**config.mk**
```make
export PLATFORM = sky130hd
export DESIGN_NAME = writeback_stage_flat
export DESIGN_NICKNAME = d
export VERILOG_FILES = /design/src/rtl/writeback_stage_if.sv /design/src/rtl/writeback_stage.sv /design/src/flat_wrapper.sv
export SDC_FILE = /design/constraint.sdc
export NUM_CORES = 1
export LEC_CHECK = 0
export BUFFER_PORTS_ARGS = -buffer_cell sky130_fd_sc_hd__buf_4
export CAP_MARGIN = 20
export CORE_MARGIN = 2
export CORE_UTILIZATION = 49
export CTS_CLUSTER_SIZE = 40
export DETAILED_ROUTE_END_ITERATION = 16
export HOLD_SLACK_MARGIN = 0.12
export PLACE_DENSITY = 0.95
export SYNTH_ARGS = -nofsm -noshare
export SYNTH_HDL_FRONTEND = slang
export SYNTH_SLANG_ARGS = --single-unit
```
**constraint.sdc**
```tcl
create_clock -name clk -period 3.5 [get_ports clk]
set_input_delay 0.7 -clock clk [delete_from_list [all_inputs] [get_ports clk]]
set_output_delay 0.7 -clock clk [all_outputs]
set_load 0.005 [all_outputs]
```
**src/rtl/writeback_stage_if.sv**
```systemverilog
// writeback_stage_if: groups the signals around the writeback stage.
// This covers the memory-stage handshake, the LSU read response and the
// register-file write port.
// The slave modport is the writeback stage's view of these signals.
// The master modport is the surrounding pipeline's view of them.
interface writeback_stage_if #(
  parameter int XLEN  = 32,
  parameter int CNT_W = 64
);
  logic             flush;
  logic             mem_valid;
  logic             mem_ready;
  logic [4:0]       mem_rd;
  logic             mem_reg_write;
  logic [1:0]       mem_wb_sel;
  logic [XLEN-1:0]  mem_alu_result;
  logic [XLEN-1:0]  mem_pc_plus4;
  logic [2:0]       mem_funct3;
  logic             lsu_rvalid;
  logic [XLEN-1:0]  lsu_rdata;
  logic             rf_reg_write;
  logic [4:0]       rf_rd;
  logic [XLEN-1:0]  rf_wd;
  logic             wb_exc;
  logic [CNT_W-1:0] instret;

  modport master (
    output flush, mem_valid, mem_rd, mem_reg_write, mem_wb_sel,
           mem_alu_result, mem_pc_plus4, mem_funct3, lsu_rvalid, lsu_rdata,
    input  mem_ready, rf_reg_write, rf_rd, rf_wd, wb_exc, instret
  );

  modport slave (
    input  flush, mem_valid, mem_rd, mem_reg_write, mem_wb_sel,
           mem_alu_result, mem_pc_plus4, mem_funct3, lsu_rvalid, lsu_rdata,
    output mem_ready, rf_reg_write, rf_rd, rf_wd, wb_exc, instret
  );
endinterface

```
**src/rtl/writeback_stage.sv**
```systemverilog
// writeback_stage: final RV32I pipeline stage in front of the register file.
// It selects the ALU result, the load data or PC+4, and waits for the LSU
// response on loads.
// Load data is aligned and extended before it is written.
// Every write reaches the register file as a registered one-cycle pulse.
// Optional feature: define WB_RETIRE_CNT_EN to build the instret retire
// counter. Without it, instret is tied to zero.
module writeback_stage #(
  parameter int XLEN  = 32,
  parameter int CNT_W = 64
) (
  input  logic clk,
  input  logic rst_n,
  writeback_stage_if.slave bus
);

  typedef enum logic {IDLE, WAIT_LOAD} state_t;

  state_t r_state, w_state_nxt;

  // Load context held while waiting for the LSU.
  logic [4:0]      r_ld_rd;
  logic            r_ld_rw;
  logic [2:0]      r_ld_f3;
  logic [1:0]      r_ld_alo;

  // Registered register-file outputs.
  logic            r_rf_we;
  logic [4:0]      r_rf_rd;
  logic [XLEN-1:0] r_rf_wd;
  logic            r_exc;

  logic            w_accept;
  logic            w_capture;
  logic            w_we;
  logic            w_exc;
  logic            w_retire;
  logic [4:0]      w_rd;
  logic [XLEN-1:0] w_wd;
  logic [7:0]      w_byte;
  logic [15:0]     w_half;
  logic [XLEN-1:0] w_ld_data;
  logic            w_ld_err;

  assign bus.mem_ready = (r_state == IDLE);
  assign w_accept      = bus.mem_valid & bus.mem_ready & ~bus.flush;
  assign w_capture     = w_accept & (bus.mem_wb_sel == 2'b01);

  // Select the byte/half from the raw word, then extend by funct3; flag bad loads.
  always_comb begin
    w_ld_data = '0;
    w_ld_err  = 1'b0;
    case (r_ld_alo)
      2'd0:    w_byte = bus.lsu_rdata[7:0];
      2'd1:    w_byte = bus.lsu_rdata[15:8];
      2'd2:    w_byte = bus.lsu_rdata[23:16];
      default: w_byte = bus.lsu_rdata[31:24];
    endcase
    w_half = r_ld_alo[1] ? bus.lsu_rdata[31:16] : bus.lsu_rdata[15:0];
    case (r_ld_f3)
      3'b000: w_ld_data = {{(XLEN-8){w_byte[7]}}, w_byte};
      3'b100: w_ld_data = {{(XLEN-8){1'b0}}, w_byte};
      3'b001: begin
        w_ld_data = {{(XLEN-16){w_half[15]}}, w_half};
        w_ld_err  = r_ld_alo[0];
      end
      3'b101: begin
        w_ld_data = {{(XLEN-16){1'b0}}, w_half};
        w_ld_err  = r_ld_alo[0];
      end
      3'b010: begin
        w_ld_data = bus.lsu_rdata;
        w_ld_err  = (r_ld_alo != 2'b00);
      end
      default: w_ld_err = 1'b1;
    endcase
  end

  // Next state and next-cycle write/exception/retire decisions.
  always_comb begin
    w_state_nxt = r_state;
    w_we        = 1'b0;
    w_exc       = 1'b0;
    w_retire    = 1'b0;
    w_rd        = bus.mem_rd;
    w_wd        = bus.mem_alu_result;
    case (r_state)
      IDLE: begin
        if (w_accept) begin
          case (bus.mem_wb_sel)
            2'b00: begin
              w_we     = bus.mem_reg_write & (bus.mem_rd != 5'd0);
              w_retire = 1'b1;
            end
            2'b10: begin
              w_wd     = bus.mem_pc_plus4;
              w_we     = bus.mem_reg_write & (bus.mem_rd != 5'd0);
              w_retire = 1'b1;
            end
            // Reserved select: retires without touching the register file.
            2'b11:   w_retire    = 1'b1;
            default: w_state_nxt = WAIT_LOAD;
          endcase
        end
      end
      WAIT_LOAD: begin
        w_rd = r_ld_rd;
        w_wd = w_ld_data;
        // Flush beats a coincident response; the load is dropped.
        if (bus.flush) begin
          w_state_nxt = IDLE;
        end else if (bus.lsu_rvalid) begin
          w_state_nxt = IDLE;
          if (w_ld_err) begin
            w_exc = 1'b1;
          end else begin
            w_we     = r_ld_rw & (r_ld_rd != 5'd0);
            w_retire = 1'b1;
          end
        end
      end
      default: w_state_nxt = IDLE;
    endcase
  end

  // State register.
  always_ff @(posedge clk or negedge rst_n) begin
    if (!rst_n) r_state <= IDLE;
    else        r_state <= w_state_nxt;
  end

  // Capture load context on acceptance of a load.
  always_ff @(posedge clk or negedge rst_n) begin
    if (!rst_n) begin
      r_ld_rd  <= '0;
      r_ld_rw  <= 1'b0;
      r_ld_f3  <= '0;
      r_ld_alo <= '0;
    end else if (w_capture) begin
      r_ld_rd  <= bus.mem_rd;
      r_ld_rw  <= bus.mem_reg_write;
      r_ld_f3  <= bus.mem_funct3;
      r_ld_alo <= bus.mem_alu_result[1:0];
    end
  end

  // Register the write port. Address and data hold their last value between writes.
  always_ff @(posedge clk or negedge rst_n) begin
    if (!rst_n) begin
      r_rf_we <= 1'b0;
      r_rf_rd <= '0;
      r_rf_wd <= '0;
      r_exc   <= 1'b0;
    end else begin
      r_rf_we <= w_we;
      r_exc   <= w_exc;
      if (w_we) begin
        r_rf_rd <= w_rd;
        r_rf_wd <= w_wd;
      end
    end
  end

  assign bus.rf_reg_write = r_rf_we;
  assign bus.rf_rd        = r_rf_rd;
  assign bus.rf_wd        = r_rf_wd;
  assign bus.wb_exc       = r_exc;

`ifdef WB_RETIRE_CNT_EN
  logic [CNT_W-1:0] r_instret;

  // Retire counter, updated on the same edge that registers the write.
  always_ff @(posedge clk or negedge rst_n) begin
    if (!rst_n)        r_instret <= '0;
    else if (w_retire) r_instret <= r_instret + {{(CNT_W-1){1'b0}}, 1'b1};
  end

  assign bus.instret = r_instret;
`else
  logic w_unused_retire;
  assign w_unused_retire = w_retire;
  assign bus.instret     = {CNT_W{1'b0}};
`endif

endmodule

```
**src/flat_wrapper.sv**
```systemverilog
// flat-port wrapper written by rule: the top's interface ports become plain ports
module writeback_stage_flat 
#(
  parameter int XLEN  = 32,
  parameter int CNT_W = 64
)
  (clk, rst_n, bus_flush, bus_mem_valid, bus_mem_rd, bus_mem_reg_write, bus_mem_wb_sel, bus_mem_alu_result, bus_mem_pc_plus4, bus_mem_funct3, bus_lsu_rvalid, bus_lsu_rdata, bus_mem_ready, bus_rf_reg_write, bus_rf_rd, bus_rf_wd, bus_wb_exc, bus_instret);
  writeback_stage_if #(.XLEN(XLEN), .CNT_W(CNT_W)) bus_i ();
  input  logic clk;
  input  logic rst_n;
  input wire logic [$bits(bus_i.flush)-1:0] bus_flush;
  input wire logic [$bits(bus_i.mem_valid)-1:0] bus_mem_valid;
  input wire logic [$bits(bus_i.mem_rd)-1:0] bus_mem_rd;
  input wire logic [$bits(bus_i.mem_reg_write)-1:0] bus_mem_reg_write;
  input wire logic [$bits(bus_i.mem_wb_sel)-1:0] bus_mem_wb_sel;
  input wire logic [$bits(bus_i.mem_alu_result)-1:0] bus_mem_alu_result;
  input wire logic [$bits(bus_i.mem_pc_plus4)-1:0] bus_mem_pc_plus4;
  input wire logic [$bits(bus_i.mem_funct3)-1:0] bus_mem_funct3;
  input wire logic [$bits(bus_i.lsu_rvalid)-1:0] bus_lsu_rvalid;
  input wire logic [$bits(bus_i.lsu_rdata)-1:0] bus_lsu_rdata;
  output wire logic [$bits(bus_i.mem_ready)-1:0] bus_mem_ready;
  output wire logic [$bits(bus_i.rf_reg_write)-1:0] bus_rf_reg_write;
  output wire logic [$bits(bus_i.rf_rd)-1:0] bus_rf_rd;
  output wire logic [$bits(bus_i.rf_wd)-1:0] bus_rf_wd;
  output wire logic [$bits(bus_i.wb_exc)-1:0] bus_wb_exc;
  output wire logic [$bits(bus_i.instret)-1:0] bus_instret;
  assign bus_i.flush = bus_flush;
  assign bus_i.mem_valid = bus_mem_valid;
  assign bus_i.mem_rd = bus_mem_rd;
  assign bus_i.mem_reg_write = bus_mem_reg_write;
  assign bus_i.mem_wb_sel = bus_mem_wb_sel;
  assign bus_i.mem_alu_result = bus_mem_alu_result;
  assign bus_i.mem_pc_plus4 = bus_mem_pc_plus4;
  assign bus_i.mem_funct3 = bus_mem_funct3;
  assign bus_i.lsu_rvalid = bus_lsu_rvalid;
  assign bus_i.lsu_rdata = bus_lsu_rdata;
  assign bus_mem_ready = bus_i.mem_ready;
  assign bus_rf_reg_write = bus_i.rf_reg_write;
  assign bus_rf_rd = bus_i.rf_rd;
  assign bus_rf_wd = bus_i.rf_wd;
  assign bus_wb_exc = bus_i.wb_exc;
  assign bus_instret = bus_i.instret;
  writeback_stage #(.XLEN(XLEN), .CNT_W(CNT_W)) u_core (.clk(clk), .rst_n(rst_n), .bus(bus_i));
endmodule
```
======== Yosys cells after proc, flatten, opt, wreduce, memory -nomap -nowiden ========
Index checks and enable logic that the tools add are counted.
Widths: inputs -> output; s select.
storage, ports and cells
  flip-flop bits (word level) ............. 51
  bits of input ports ..................... 112
  output and inout bits ................... 104
  logic and storage cells ................. 58
operators by class
  eq/ne operators ......................... 9
  muxes and demuxes ....................... 23
  bitwise operators ....................... 7
  reduce and logical (&&, ||, !) cells .... 10
operators with widths
  cell                count
  $pmux 32 s5         1
  $mux 32             2
  $pmux 32 s2         1
  $pmux 8 s3          1
  $mux 16             1
  $mux 1              13
  $reduce_bool 5->1   2
  $eq 2x2->1 const B  3
  $eq 3x3->1 const B  2
  $reduce_or 2->1     3
  $and 1x1->1         5
  $mux 5              1
  $eq 2x1->1 const B  2
  $logic_not 2->1     2
  $pmux 1 s2          2
  $eq 3x1->1 const B  1
  $eq 3x2->1 const B  1
  $logic_not 3->1     1
  $pmux 1 s3          1
  $reduce_or 3->1     1
  $not 1->1           2
  $reduce_bool 2->1   1

======== Longest topological paths before layout ========
  word-level depth ........................ 7
  mapped depth ............................ 9
  mapped depth without buffers ............ 6

======== Worst setup path after synthesis ========
OpenSTA, ideal clock, no wires.
  kind .................................... input to register
  start ................................... in bus_mem_rd[2]
  end ..................................... reg u_core.r_rf_wd[21] (netlist: u_core.bus.rf_wd[21])
  library setup time ...................... 126 ps
  arrival ................................. 2141 ps
  required time ........................... 3374 ps
  setup slack ............................. 1233 ps
  cell stages on the path ................. 7
  path buffers ............................ 2
  cells stage by stage .................... or4_1 > o211ai_1 > o31a_1 > buf_6 > buf_2 > nor3_1 > a221o_1
on the way
  word-level cells in the longest chain between the ends .. 5
ends and longest elaborated chain
  element               line                                          RTL
  from (decl)           flat_wrapper.sv:13                            input wire logic [$bits(bus_i.mem_rd)-1:0] bus_mem_rd;
  $reduce_bool 5->1     writeback_stage.sv:92, writeback_stage.sv:97
  $and 1x1->1           writeback_stage.sv:92, writeback_stage.sv:97
  $mux 1                --
  $mux 1                writeback_stage.sv:89                         if (w_accept) begin
  $pmux 1 s2            writeback_stage.sv:87                         case (r_state)
  to (signal assigned)  writeback_stage.sv:159                        r_rf_wd <= w_wd;
  to (decl)             writeback_stage.sv:30                         logic [XLEN-1:0] r_rf_wd;
Every way passes these cells.
A chain may end at the register's enable or synchronous reset.

======== Worst setup path after layout ========
  start ................................... reg u_core.r_ld_f3[1]
  end ..................................... reg u_core.r_rf_wd[21] (netlist: u_core.bus.rf_wd[21])
on the way
  word-level cells in the longest chain between the ends .. 7
  elaborated cells between the ends (all ways) .. 14
  classes of those cells .................. 4 x eq/ne; 7 x mux; 3 x reduce/logical
ends and longest elaborated chain
  element                                   line                    RTL
  from (decl)                               writeback_stage.sv:24   logic [2:0] r_ld_f3;
  from (signal assigned)                    writeback_stage.sv:142  r_ld_f3 <= bus.mem_funct3;
  $eq 3x1->1, or another cell as far along  writeback_stage.sv:60   case (r_ld_f3)
  $reduce_or 2->1 (no source line)          --
  $pmux 1 s3                                writeback_stage.sv:60
  $mux 1                                    writeback_stage.sv:114  if (w_ld_err) begin
  $mux 1                                    writeback_stage.sv:112  end else if (bus.lsu_rvalid) begin
  $mux 1                                    writeback_stage.sv:110  if (bus.flush) begin
  $pmux 1 s2                                writeback_stage.sv:87
Parallel ways exist; a longest one is shown, timed or not.

==> impl_metrics.prom <==
# TYPE chip_impl_metric gauge
chip_impl_metric{name="maximum_number_of_pins_on_one_net_before_global_route_repair",unit=""} 52
chip_impl_info{name="critical_path_class",value="flop to flop"} 1
chip_impl_metric{name="clock_latency",unit="ns"} 0.31
chip_impl_metric{name="route.detailed.wl_per_inst",unit="um"} 17.3
chip_impl_metric{name="signed_area_change_from_the_synthesized_netlist_to_the_final_layout",unit="%"} 26.4
chip_impl_metric{name="finalWirelength",unit="um"} 10800
chip_impl_metric{name="cts_hold_buf",unit=""} 0
chip_impl_metric{name="synth_enable_flop_cells",unit=""} 0
chip_impl_metric{name="max-vdd-ir-drop",unit="mV"} 0.282
chip_impl_info{name="worst_r2r_startpoint",value="u_core.r_ld_f3[1]$_DFFE_PN0P_"} 1
chip_impl_metric{name="met1_usage",unit="%"} 31.1
chip_impl_metric{name="top_achievable_clock_speed",unit="MHz"} 383
chip_impl_metric{name="tightest_pin_transition",unit="ns"} 0.984
chip_impl_metric{name="first_iter_violations",unit=""} 241
chip_impl_metric{name="row_count",unit=""} 32
chip_impl_metric{name="post-cts-setup-buffer-count",unit=""} 0
chip_impl_metric{name="finalCriticalPeriod",unit="ns"} 2.61
chip_impl_metric{name="reg2reg_setup_slack",unit="ns"} 0.89
chip_impl_metric{name="report.final.hold_viol_count",unit=""} 0
chip_impl_metric{name="globalRouteMet2Util",unit="%"} 42.9
chip_impl_metric{name="fraction_of_final_layout_cells_with_drive_strength_greater_than_1",unit="%"} 36.5
chip_impl_metric{name="cts-buffers-inserted",unit=""} 5
chip_impl_metric{name="postSynthAreaPerCell",unit="um2"} 9.81
chip_impl_metric{name="number_of_cells_produced_by_synthesis",unit=""} 387
chip_impl_metric{name="resize_count_post_cts",unit=""} 0
chip_impl_metric{name="count_of_non_filler_cells_in_the_finished_layout",unit=""} 623
chip_impl_metric{name="asyncSetResetFlopFracSynth",unit="%"} 100
chip_impl_metric{name="leakage",unit="uW"} 0.00238
chip_impl_metric{name="critical_path.max_fanout",unit=""} 24
chip_impl_info{name="rsz0062_at_grt",value="false"} 1
chip_impl_metric{name="pwr_density_cell",unit="nW/um2"} 414
chip_impl_info{name="synth-main-ff-cell",value="sky130_fd_sc_hd__dfrtp_1"} 1
chip_impl_metric{name="clock_tree.buffer_depth",unit=""} 2
chip_impl_metric{name="start_util",unit="%"} 49.9
chip_impl_info{name="cts-root-buf",value="sky130_fd_sc_hd__clkbuf_8"} 1
chip_impl_metric{name="syn_area",unit="um2"} 3800
chip_impl_metric{name="postLayoutCoreUtil",unit="%"} 63.1
chip_impl_metric{name="grt_pass1_wl",unit="um"} 16900
chip_impl_metric{name="place.gp.congestion",unit=""} 0.842
chip_impl_metric{name="cell_depth_of_the_worst_flop_to_flop_path",unit=""} 5
chip_impl_metric{name="ys_ff_latch",unit=""} 51
chip_impl_metric{name="synth.lib_cells_used.distinct",unit=""} 39
chip_impl_metric{name="max_slew_margin",unit="%"} 34.4
chip_impl_metric{name="routed-via-count",unit=""} 3437
chip_impl_metric{name="hpwlAfterDp",unit="um"} 8270
chip_impl_metric{name="drt.antenna.violating_nets",unit=""} 0
chip_impl_metric{name="cts_max_level",unit=""} 2
chip_impl_info{name="cp_capture_type",value="flop"} 1
chip_impl_info{name="post-synth-top-area-cell",value="sky130_fd_sc_hd__dfrtp_1"} 1
chip_impl_metric{name="timing.max_cap.violations",unit=""} 0
chip_impl_metric{name="place.port_buffers",unit=""} 151
chip_impl_metric{name="place_ws",unit="ns"} 0.722
chip_impl_metric{name="aggregate_global_routing_overflow",unit=""} 0
chip_impl_info{name="grt-busiest-layer",value="met2"} 1
chip_impl_metric{name="synth_sequential_area_ratio",unit="%"} 33.6
chip_impl_metric{name="grtUsageMet3",unit="%"} 6.24
chip_impl_metric{name="cp_data_required_time",unit="ns"} 3.75
chip_impl_metric{name="yosysWarningCount",unit=""} 0
chip_impl_metric{name="drcViolationCount",unit=""} 0
chip_impl_metric{name="critPathArrivalTime",unit="ns"} 2.86
chip_impl_metric{name="antennaDiodeCount",unit=""} 0
chip_impl_metric{name="finalWorstSetupSlack",unit="ns"} 0.888
chip_impl_metric{name="setup_tns",unit="ns"} 0
chip_impl_metric{name="clk_transition_reported_paths",unit="ns"} 0.09
chip_impl_info{name="cell_with_the_most_instances_after_synthesis",value="sky130_fd_sc_hd__buf_4"} 1
chip_impl_metric{name="chipHeight",unit="um"} 92.0
chip_impl_metric{name="slew_violations",unit=""} 0
chip_impl_metric{name="die-area",unit="um2"} 8470
chip_impl_metric{name="nNetsFinal",unit=""} 632
chip_impl_metric{name="whs",unit="ns"} 0.411
chip_impl_metric{name="finClkSkew",unit="ns"} 0.00185
chip_impl_metric{name="drt-vias-per-instance",unit=""} 5.52
chip_impl_metric{name="via_count_of_the_first_global_routing_pass",unit=""} 3420
chip_impl_metric{name="io_pins",unit=""} 216
chip_impl_metric{name="yosys.area.top_type_share",unit="%"} 33.6
chip_impl_info{name="start_kind",value="flop"} 1
chip_impl_metric{name="antenna_found_initial",unit=""} 0
chip_impl_metric{name="fp.dieW",unit="um"} 92.0
chip_impl_metric{name="setup_viol",unit=""} 0
chip_impl_metric{name="grt_util_all_layers",unit="%"} 25.1
chip_impl_info{name="r2r_end",value="u_core.bus.rf_wd[21]$_DFFE_PN0P_"} 1
chip_impl_metric{name="numPlacedInstances",unit=""} 615
chip_impl_metric{name="placeableCoreArea",unit="um2"} 7610
chip_impl_info{name="netlist_top_cells_count",value="sky130_fd_sc_hd__buf_4, sky130_fd_sc_hd__dfrtp_1, sky130_fd_sc_hd__mux2i_1"} 1
chip_impl_metric{name="layout_worst_path_cycle_share",unit="%"} 74.6
chip_impl_info{name="netlist_top_cells_area",value="sky130_fd_sc_hd__dfrtp_1, sky130_fd_sc_hd__buf_4, sky130_fd_sc_hd__mux2i_1"} 1
chip_impl_metric{name="numClockSinks",unit=""} 51
chip_impl_info{name="outcome",value="finished, final reports clean"} 1
chip_impl_metric{name="detailedRoute.firstPassIterationCount",unit=""} 4
chip_impl_info{name="cts_tree",value="built"} 1
chip_impl_info{name="min_path_type",value="primary input to asynchronous set/reset pin"} 1
-- worst max path at each step --
stage / from / endpoint / slack, ns / cells past startpoint
final: u_core.r_ld_f3[1]$_DFFE_PN0P_ / u_core.bus.rf_wd[21]$_DFFE_PN0P_ / 0.89 / 5
after global routing: u_core.r_ld_f3[1]$_DFFE_PN0P_ / u_core.bus.rf_wd[20]$_DFFE_PN0P_ / 0.71 / 5
after CTS: u_core.r_ld_f3[1]$_DFFE_PN0P_ / u_core.bus.rf_wd[16]$_DFFE_PN0P_ / 0.93 / 5
after detailed placement: bus_mem_wb_sel[0] / u_core.bus.rf_wd[21]$_DFFE_PN0P_ / 0.72 / 6
after global placement: bus_mem_rd[2] / u_core.bus.rf_wd[16]$_DFFE_PN0P_ / 0.82 / 7
after floorplan: bus_mem_rd[2] / u_core.bus.rf_wd[21]$_DFFE_PN0P_ / 1.23 / 7
-- sequential cells by signal, indices dropped and copies added (netlist names), 2 cells and up --
name / flops
u_core.r_ld_alo: 2
u_core.bus.rf_rd: 5
u_core.r_ld_rd: 5
u_core.bus.rf_wd: 32
u_core.r_ld_f3: 3
-- power by group --
part           total [uW]  leakage [uW]  switching [uW]  internal [uW]
registers             846      0.000617             125            721
clock network         345     0.0000412             205            140
logic                 795       0.00172             345            450
total                1990       0.00238             674           1310
-- metrics by stage --
| step | area (um2) | power [uW] |
|---|---|---|
| global route | 4800 | 2110 |
| detailed placement | 4710 | 1650 |
| CTS | 4800 | 1990 |
| floorplan | 4030 | 1310 |
| global placement | 4710 | 1610 |
| finish | 4800 | 1990 |
-- per-layer routing --
metal  wire (um)  vias up
met5           0        -
li1            -     1562
met2        5410      173
met3         876       24
met1        4210     1678
met4         286        0
-- cell type report --
cell class | instances | area, um2
well taps | 102 | 128
repair buffers | 156 | 1170
fillers | 663 | 2810
flip-flops and latches | 51 | 1280
inverters | 3 | 11.3
clock buffers | 6 | 72.6
multi-input cells | 303 | 2130
clock inverters | 2 | 12.5
-- cell families after synthesis --
logic type	synth area share, %
buf+inv	16.7
compound gates	18.5
simple gates	11.0
mux	20.1
flops	33.6
other cells	0.0988
-- placed cells by master, fill, tap and decap left out, drive strengths merged, types with 2 or more instances in the layout --
| cell type | netlist | final |
|---|---|---|
| dfrtp | 51 | 51 |
| mux4 | 8 | 8 |
| nand2 | 24 | 24 |
| mux2i | 46 | 46 |
| nand2b | 2 | 2 |
| clkbuf | 12 | 6 |
| o21bai | 2 | 2 |
| or2 | 2 | 2 |
| o21ai | 32 | 32 |
| a31oi | 8 | 8 |
| or4 | 2 | 2 |
| nor4b | 2 | 2 |
| mux2 | 11 | 11 |
| o22a | 9 | 9 |
| nor2b | 16 | 16 |
| o21a | 7 | 7 |
| a221o | 16 | 16 |
| nor2 | 12 | 12 |
| a21oi | 3 | 3 |
| buf | 81 | 156 |
| a221oi | 7 | 7 |
| nor3 | 16 | 16 |
| o221ai | 7 | 7 |
| conb | 1 | 64 |
| inv | 3 | 3 |
-- critical path, stage by stage (launching register included) --
cell	delay, ns
sky130_fd_sc_hd__dfrtp_1	0.66
sky130_fd_sc_hd__a21oi_1	0.30
sky130_fd_sc_hd__nor2_1	0.08
sky130_fd_sc_hd__o31a_2	0.44
sky130_fd_sc_hd__a2111oi_4	0.79
sky130_fd_sc_hd__a221o_1	0.28
Power figures use the tool's default switching activity.
